<file path="src/rtl/cpu_pkg.sv">
// cpu_pkg: shared definitions for the fetch front end.
//   Instruction field bit positions used when splitting the IF/ID word for decode,
//   datapath widths, the default reset PC and the PC increment helper.
package cpu_pkg;

  localparam int INSTR_W = 16;
  localparam int PC_W    = 16;

  localparam logic [PC_W-1:0] RESET_PC_DEFAULT = 16'h0000;

  // Instruction layout: [15:12] opcode, [11:8] rd, [7:4] rs1, [3:0] rs2.
  // The 8-bit immediate overlays rs1/rs2.
  localparam int OPC_MSB = 15;
  localparam int OPC_LSB = 12;
  localparam int RD_MSB  = 11;
  localparam int RD_LSB  = 8;
  localparam int RS1_MSB = 7;
  localparam int RS1_LSB = 4;
  localparam int RS2_MSB = 3;
  localparam int RS2_LSB = 0;
  localparam int IMM_MSB = 7;
  localparam int IMM_LSB = 0;

  // Word-addressed PC: plain binary increment, wrapping FFFF -> 0000.
  function automatic logic [PC_W-1:0] pc_next(input logic [PC_W-1:0] pc);
    return pc + PC_W'(1);
  endfunction

endpackage

</file>
<file path="src/rtl/fetch_skid_buf.sv">
// fetch_skid_buf: one-entry holding slot for an instruction and its PC.
//   Catches a memory response that arrives while decode is stalled, so the
//   response is not lost and no re-fetch is needed.
// Ports:
//   clk, rst            clock, asynchronous active-high reset
//   push                store push_instr/push_pc (slot becomes full)
//   pop                 slot contents consumed (slot becomes empty)
//   flush               empty the slot; wins over push and pop
//   push_instr, push_pc data written on push
//   valid, instr, pc    slot state and contents
module fetch_skid_buf
  import cpu_pkg::*;
(
  input  logic               clk,
  input  logic               rst,
  input  logic               push,
  input  logic               pop,
  input  logic               flush,
  input  logic [INSTR_W-1:0] push_instr,
  input  logic [PC_W-1:0]    push_pc,
  output logic               valid,
  output logic [INSTR_W-1:0] instr,
  output logic [PC_W-1:0]    pc
);

  // Push and pop never coincide in practice (push needs IF/ID blocked, pop
  // needs it free), so push is simply given precedence.
  always_ff @(posedge clk or posedge rst) begin
    if (rst) begin
      valid <= 1'b0;
      instr <= '0;
      pc    <= '0;
    end else if (flush) begin
      valid <= 1'b0;
    end else if (push) begin
      valid <= 1'b1;
      instr <= push_instr;
      pc    <= push_pc;
    end else if (pop) begin
      valid <= 1'b0;
    end
  end

endmodule

</file>
<file path="src/rtl/inst_fetch_unit.sv">
// inst_fetch_unit: instruction fetch stage feeding decode.
//   Holds the PC, issues word-addressed requests to instruction memory (at most
//   one outstanding), captures responses into the IF/ID register and splits out
//   the decode fields. Honours stall from hazard logic and redirect from branch
//   resolution.
// Ports:
//   clk, rst                      clock, asynchronous active-high reset
//   stall                         decode cannot accept; hold IF/ID
//   branch_taken, branch_target   redirect pulse and new PC
//   imem_req, imem_addr           request valid and word address (= pc)
//   imem_gnt                      memory accepts the request this cycle
//   imem_rvalid, imem_rdata       response valid and instruction word
//   if_id_valid/instr/pc          IF/ID pipeline register
//   if_id_opcode/rd_addr/rs1_addr/rs2_addr/imm_off  field slices of if_id_instr
module inst_fetch_unit
  import cpu_pkg::*;
#(
  parameter logic [PC_W-1:0] RESET_PC = RESET_PC_DEFAULT,
  parameter int              INSTR_W  = 16
) (
  input  logic               clk,
  input  logic               rst,
  input  logic               stall,
  input  logic               branch_taken,
  input  logic [PC_W-1:0]    branch_target,
  output logic               imem_req,
  output logic [PC_W-1:0]    imem_addr,
  input  logic               imem_gnt,
  input  logic               imem_rvalid,
  input  logic [INSTR_W-1:0] imem_rdata,
  output logic               if_id_valid,
  output logic [INSTR_W-1:0] if_id_instr,
  output logic [PC_W-1:0]    if_id_pc,
  output logic [3:0]         if_id_opcode,
  output logic [3:0]         if_id_rd_addr,
  output logic [3:0]         if_id_rs1_addr,
  output logic [3:0]         if_id_rs2_addr,
  output logic [7:0]         if_id_imm_off
);

  logic [PC_W-1:0]    pc;
  logic [PC_W-1:0]    req_pc;
  logic               outstanding;
  logic               discard;

  logic               skid_valid;
  logic [INSTR_W-1:0] skid_instr;
  logic [PC_W-1:0]    skid_pc;

  logic               can_load;
  logic               resp_live;
  logic               grant;
  logic               skid_push;
  logic               skid_pop;

  assign can_load  = !stall || !if_id_valid;
  assign resp_live = imem_rvalid && !discard;

  // A new request is allowed when the slot is free (or freeing this cycle),
  // the skid slot is empty and an arriving response will not need the skid
  // slot. Gating with rst keeps the request low while reset is held.
  assign imem_req = !rst && !branch_taken && !skid_valid
                    && (!outstanding || imem_rvalid)
                    && !(resp_live && stall && if_id_valid);
  assign imem_addr = pc;
  assign grant     = imem_req && imem_gnt;

  assign skid_push = !branch_taken && resp_live && !can_load;
  assign skid_pop  = !branch_taken && skid_valid && can_load;

  fetch_skid_buf u_skid (
    .clk        (clk),
    .rst        (rst),
    .push       (skid_push),
    .pop        (skid_pop),
    .flush      (branch_taken),
    .push_instr (imem_rdata),
    .push_pc    (req_pc),
    .valid      (skid_valid),
    .instr      (skid_instr),
    .pc         (skid_pc)
  );

  // PC and request tracking. On redirect, a request still in flight cannot be
  // cancelled at the memory, so its response is marked for discard instead.
  always_ff @(posedge clk or posedge rst) begin
    if (rst) begin
      pc          <= RESET_PC;
      req_pc      <= RESET_PC;
      outstanding <= 1'b0;
      discard     <= 1'b0;
    end else if (branch_taken) begin
      pc <= branch_target;
      if (imem_rvalid) begin
        outstanding <= 1'b0;
        discard     <= 1'b0;
      end else if (outstanding) begin
        discard <= 1'b1;
      end
    end else begin
      if (grant) begin
        pc          <= pc_next(pc);
        req_pc      <= pc;
        outstanding <= 1'b1;
      end else if (imem_rvalid) begin
        outstanding <= 1'b0;
      end
      if (imem_rvalid && discard) begin
        discard <= 1'b0;
      end
    end
  end

  // IF/ID register. The skid slot is older than anything in flight, so it is
  // drained first; while it is full no request is issued, so no response can
  // compete with it.
  always_ff @(posedge clk or posedge rst) begin
    if (rst) begin
      if_id_valid <= 1'b0;
      if_id_instr <= '0;
      if_id_pc    <= '0;
    end else if (branch_taken) begin
      if_id_valid <= 1'b0;
    end else if (skid_pop) begin
      if_id_valid <= 1'b1;
      if_id_instr <= skid_instr;
      if_id_pc    <= skid_pc;
    end else if (resp_live && can_load) begin
      if_id_valid <= 1'b1;
      if_id_instr <= imem_rdata;
      if_id_pc    <= req_pc;
    end else if (!stall) begin
      if_id_valid <= 1'b0;
    end
  end

  assign if_id_opcode   = if_id_instr[OPC_MSB:OPC_LSB];
  assign if_id_rd_addr  = if_id_instr[RD_MSB:RD_LSB];
  assign if_id_rs1_addr = if_id_instr[RS1_MSB:RS1_LSB];
  assign if_id_rs2_addr = if_id_instr[RS2_MSB:RS2_LSB];
  assign if_id_imm_off  = if_id_instr[IMM_MSB:IMM_LSB];

endmodule

</file>
<file path="config.mk">
export PLATFORM = sky130hd
export DESIGN_NAME = inst_fetch_unit
export DESIGN_NICKNAME = d
export VERILOG_FILES = /design/src/rtl/cpu_pkg.sv /design/src/rtl/fetch_skid_buf.sv /design/src/rtl/inst_fetch_unit.sv
export SDC_FILE = /design/constraint.sdc
export NUM_CORES = 1
export LEC_CHECK = 0
export CORE_ASPECT_RATIO = 0.6
export CORE_UTILIZATION = 53
export DETAILED_ROUTE_END_ITERATION = 7
export PLACE_DENSITY = 0.85
export SETUP_SLACK_MARGIN = 0.05
export SYNTH_ARGS = -nofsm -noshare
export SYNTH_HDL_FRONTEND = slang
export SYNTH_SLANG_ARGS = --single-unit
</file>
<file path="constraint.sdc">
create_clock -name clk -period 5.65 [get_ports clk]
set_input_delay 0.565 -clock clk [delete_from_list [all_inputs] [get_ports clk]]
set_output_delay 0.565 -clock clk [all_outputs]
set_load 0.05 [all_outputs]
</file>
==> Word-level counts from Yosys, hierarchy flattened <==
Index checks and enable logic that the tools add are counted.
Widths: inputs -> output; s select.
{ "classes": {"eq_ne": 2, "n_reduce_logical": 33, "n_mux": 20, "bitwise": 1, "addsub": 1} }
{ "ops": {"columns": ["op", "count"], "rows": [
  ["$mux 16", 6],
  ["$add 16x1->16 const B", 1],
  ["$logic_and 1x1->1", 14],
  ["$mux 1", 14],
  ["$logic_not 1->1", 9],
  ["$reduce_and 2->1", 4],
  ["$reduce_bool 2->1", 3],
  ["$ne 4x1->1 const B", 1],
  ["$ne 3x1->1 const B", 1],
  ["$reduce_bool 3->1", 1],
  ["$logic_or 1x1->1", 2],
  ["$not 1->1", 1]
]} }
{ "totals": {"out_inout_bits": 74, "wordCells": 67, "in_bits": 38, "reg_bits": 100} }

==> Depth between registers and ports, before layout <==
{ "logic_depth": {"ltp_word": 9, "ltp_mapped": 8, "ltp_nobuf": 5} }

==> By module <==
From an unflattened synthesis, not the netlist that was laid out.
{ "unflattened": {"hier_cells": 398, "area_unflattened_um2": 4805.9} }
{ "modules_own_cells": {"columns": ["module", "seq_area_each_um2", "area_each_um2", "instances", "cells_each"], "rows": [
  ["inst_fetch_unit", 1676.6, 3403.3, 1, 324],
  ["fetch_skid_buf", 825.8, 1402.6, 1, 74]
]} }

==> Least setup slack after synthesis <==
OpenSTA, ideal clock, no wires.
{ "synth_timing": {"path_type": "reg2reg", "start": "register pc[0] (netlist: imem_addr[0])", "end": "register pc[12] (netlist: imem_addr[12])", "period_less_slack_ns": 2.244, "stages_incl_launch_ff": 7, "arrival_ns": 2.162, "path_buffers": 1, "t_required_ns": 5.568, "slack_ns": 3.406, "setup_ns": 0.082, "path_cell_list": "dfrtp_1 ha_1 nand3_2 or3_1 clkbuf_2 or4_1 a31oi_1"} }
{ "synth_via": {"elab_chain_len": 3} }
{ "synth_lines": {"columns": ["element", "line", "source"], "rows": [
  ["start: declaration", "inst_fetch_unit.sv:41", "logic [PC_W-1:0] pc;"],
  ["start signal: assignment", "inst_fetch_unit.sv:93", "pc <= branch_target;"],
  ["start signal: assignment", "inst_fetch_unit.sv:102", "pc <= pc_next(pc);"],
  ["$add 16x1->16", "cpu_pkg.sv:26", "return pc + PC_W'(1);"],
  ["$mux 16", "inst_fetch_unit.sv:101", "if (grant) begin"],
  ["$mux 16", "inst_fetch_unit.sv:92", "end else if (branch_taken) begin"]
]} }
Every way passes these cells. The select of a mux whose other input is x is not followed.
A chain may end at the register's enable or synchronous reset.

==> Worst setup path in the final report <==
{ "layout_timing": {"start": "input branch_taken", "end": "output imem_req"} }
{ "layout_via": {"elab_chain_len": 5} }
{ "layout_lines": {"columns": ["element", "line", "source"], "rows": [
  ["start: declaration", "inst_fetch_unit.sv:24", "input logic branch_taken,"],
  ["$logic_not 1->1", "inst_fetch_unit.sv:62", "assign imem_req = !rst && !branch_taken && !skid_valid"],
  ["$logic_and 1x1->1 (2 in series)", "inst_fetch_unit.sv:62", null],
  ["$logic_and 1x1->1", "inst_fetch_unit.sv:63", "&& (!outstanding || imem_rvalid)"],
  ["$logic_and 1x1->1", "inst_fetch_unit.sv:64", "&& !(resp_live && stall && if_id_valid);"],
  ["end: declaration", "inst_fetch_unit.sv:26", "output logic imem_req,"]
]} }
Every way passes these cells.

==> impl_metrics.env <==
export IMPL_outcome="finished clean"
export IMPL_grt_pass1_vias=3473
export IMPL_antenna_cells=0
export IMPL_leakage_nw=2.480
export IMPL_yosysSeqAreaShare_pct=54.39
export IMPL_critPathTopFamily="buffers and inverters"
export IMPL_synthSimpleGateAreaFrac_pct=14.82
export IMPL_die_y_microns=74.17
export IMPL_yosysWarnings=0
export IMPL_place_port_buffers=111
export IMPL_synth_async_reset_ratio_pct=100.0
export IMPL_cts_resized=0
export IMPL_crit_chain="clkdlybuf4s50_1, inv_1, and2_1, clkdlybuf4s50_1"
export IMPL_synth_compound_area_share_pct=11.42
export IMPL_end_kind="primary output"
export IMPL_worstSetupStartpoint="branch_taken"
export IMPL_final_setup_skew_ns=0.005992
export IMPL_postCtsSetupBuffers=0
export IMPL_synth_top_family_by_area="simple AND/OR/NAND/NOR gates"
export IMPL_hold_path_class="flop to flop"
export IMPL_yosysTopAreaCell="dfrtp_1"
export IMPL_drc_errors=0
export IMPL_dp_hpwl_microns=6840
export IMPL_via_count=3487
export IMPL_max_stage_delay_ns=0.80
export IMPL_cp_data_arrival_time_ns=3.07
export IMPL_r2r_start="u_skid.valid"
export IMPL_nNetsFinal=551
export IMPL_core_area_sq_mm=0.008133
export IMPL_htree_levels=3
export IMPL_ctsHoldBuffers=0
export IMPL_rows=25
export IMPL_rr_worst_depth=7
export IMPL_powerDensity_mw_per_mm2=430.5
export IMPL_yosysMostFrequentCell="dfrtp_1"
export IMPL_synth_mux_area_share_pct=11.97
export IMPL_fin_crit_sh_pct=64.29
export IMPL_syn_nets=475
export IMPL_worstHoldStart="if_id_pc[5]"
export IMPL_critical_path_required_ns=5.09
export IMPL_overflow=0
export IMPL_area_delta_synth_final_pct=29.10
export IMPL_critPathMaxFanout=24
export IMPL_drv_slew=0
export IMPL_cts_root_buf="clkbuf_16"
export IMPL_drive_above_1_share_pct=14.12
export IMPL_relSlewSlack_pct=13.80
export IMPL_die_w_microns=122.3
export IMPL_final_util_pct=73.03
export IMPL_clock_path_buffers=2
export IMPL_hold_depth=2
export IMPL_postRouteWirelength_microns=10210
export IMPL_grt_usage_pct=24.56
export IMPL_synth_ff_type="dfrtp_1"
export IMPL_grt_setup_unrepaired="no"
export IMPL_power_mw=2.557
export IMPL_ios=112
export IMPL_fin_crit_ns=3.632
export IMPL_synthTopCellsByArea="dfrtp_1 54%, mux2_2 12%, nor2b_1 4.6%, o21ai_0 4.1%, buf_4 3.9%"
export IMPL_synth_commonest_cells="100 x dfrtp_1, 48 x mux2_2, 42 x nand2_1"
export IMPL_cp_slowest_cell="clkdlybuf4s50_1"
export IMPL_yosysTopAreaCellShare_pct=54.39
export IMPL_setup_violations=0
export IMPL_crit_path_start_kind="input pin"
export IMPL_syn_avg_cell_area_sq_um=10.55
export IMPL_viasPerCell=5.579
export IMPL_ys_ff_latch=100
export IMPL_grt_pass1_wl_microns=16840
export IMPL_drt_iter0_markers=271
export IMPL_place_congestion=0.8894
export IMPL_critical_path_buf_inv_count=3
export IMPL_cap_violations=0
export IMPL_synth_edf_count=0
export IMPL_hold_violations=0
export IMPL_synth_cell_type_count=35
export IMPL_tns_ns=0
export IMPL_grt_start_max_net_pins=65
export IMPL_cp_num_cells=4
export IMPL_clk_latency_ns=0.34
export IMPL_vdd_drop_max_uv=260.9
export IMPL_cts_reportedPaths_clkPinSlew_ns=0.06
export IMPL_synth_adder_area_share_pct=0.2720
export IMPL_initial_core_util_pct=56.57
export IMPL_synth_cells=436
export IMPL_antenna_found_initial=0
export IMPL_timing_worst_setup_path_type="input pin to primary output"
export IMPL_tightest_slew_ns=1.293
export IMPL_dr_pass1_iters=5
export IMPL_syn_area_sq_mm=0.004601
export IMPL_cp_common_cell="clkdlybuf4s50_1"
export IMPL_clock_sinks=100
export IMPL_routedWlPerCell_microns=16.33
export IMPL_cts_tree="built"
export IMPL_dieArea_sq_mm=0.009070
export IMPL_cts_made_buffers=9
export IMPL_timing_fmax_ghz=0.2753
export IMPL_synth_xor_area_share_pct=0.1904
export IMPL_ant_nets=0
==> layout by cell type (no fill, tap or decap), drive strengths merged <==
cell	count
clkdlybuf4s50	111
dfrtp	100
mux2	48
nand2	42
o21ai	39
a21oi	35
nor2b	34
nor2	16
clkbuf	12
a31oi	10
or4	9
inv	8
nand3	8
or3	6
o31ai	6
nand4	5
buf	5
o211ai	3
and2	2
nor3	2
bufinv	2
nand4b	1
nand2b	1
xor2	1
mux2i	1
and3	1
or2	1
a22oi	1
a31o	1
and4	1
o41ai	1
nand4bb	1
ha	1
clkinvlp	1
clkinv	1
==> area by class of cell <==
class,count,area [sq um]
Fill cell,586,2193
Timing Repair Buffer,116,1152
Tap cell,108,135.1
Clock inverter,4,72.57
Sequential cell,100,2502
Inverter,8,32.53
Multi-Input combinational cell,277,1798
Clock buffer,12,246.5
==> through the flow <==
stage / cells / setup slack [ns] / hold WS (ns) / instance area [sq um]
final: 625 / 2.018 / 0.4813 / 5939
after CTS: 624 / 2.041 / 0.4868 / 5928
after floorplan: 436 / 2.466 / 0.4759 / 4601
after global placement: 608 / 2.091 / 0.4642 / 5609
after detailed placement: 608 / 2.048 / 0.4712 / 5609
after global routing: 625 / 1.877 / 0.5183 / 5939
==> tightest hold or removal path, delay by kind of cell, from the launching register on <==
family	cells	cell delay, ns
AO/OA/AOI/OAI	1	0.06
AND/OR/NAND/NOR	1	0.05
flip-flops	1	0.34
==> metal layers <==
| metal | up-vias | GRT usage, % | share of wire, % |
|---|---|---|---|
| li1 | 1654 | - | - |
| met1 | 1704 | 32.45 | 45 |
| met2 | 120 | 40.07 | 47 |
| met3 | 9 | 7.515 | 6.8 |
| met4 | 0 | 6.369 | 0.76 |
| met5 | - | 0 | 0 |
==> path summary, 6_finish.rpt <==
kind | to | slack (ns)
max in group asynchronous | imem_addr[6] | 3.91
worst min register to register | if_id_pc[5] | 0.48
worst max register to register | req_pc[8] | 3.20
min in group asynchronous | outstanding | 0.64
worst min-delay path | if_id_pc[5] | 0.48
worst max-delay path | imem_req | 2.02
==> sequential cells by signal, indices dropped and copies added (netlist names) <==
| name | count |
|---|---|
| discard | 1 |
| if_id_instr | 16 |
| if_id_pc | 16 |
| if_id_valid | 1 |
| imem_addr | 16 |
| outstanding | 1 |
| req_pc | 16 |
| u_skid.instr | 16 |
| u_skid.pc | 16 |
| u_skid.valid | 1 |
==> logic make-up (layout without fill, tap and decap cells) <==
logic type / Yosys count / count (layout)
xor gates and xnor gates: 1 / 1
adders and majority gates: 1 / 1
buffers and inverters: 59 / 140
AOI/OAI and AO/OA: 96 / 96
and+or+nand+nor: 130 / 130
muxes: 49 / 49
DFF: 100 / 100
==> where the power goes <==
| part | internal (mW) | switching, mW |
|---|---|---|
| logic | 0.338 | 0.538 |
| clock network | 0.399 | 0.252 |
| registers | 0.900 | 0.129 |
| total | 1.64 | 0.919 |
No activity file was read; power rests on OpenSTA's default activity.
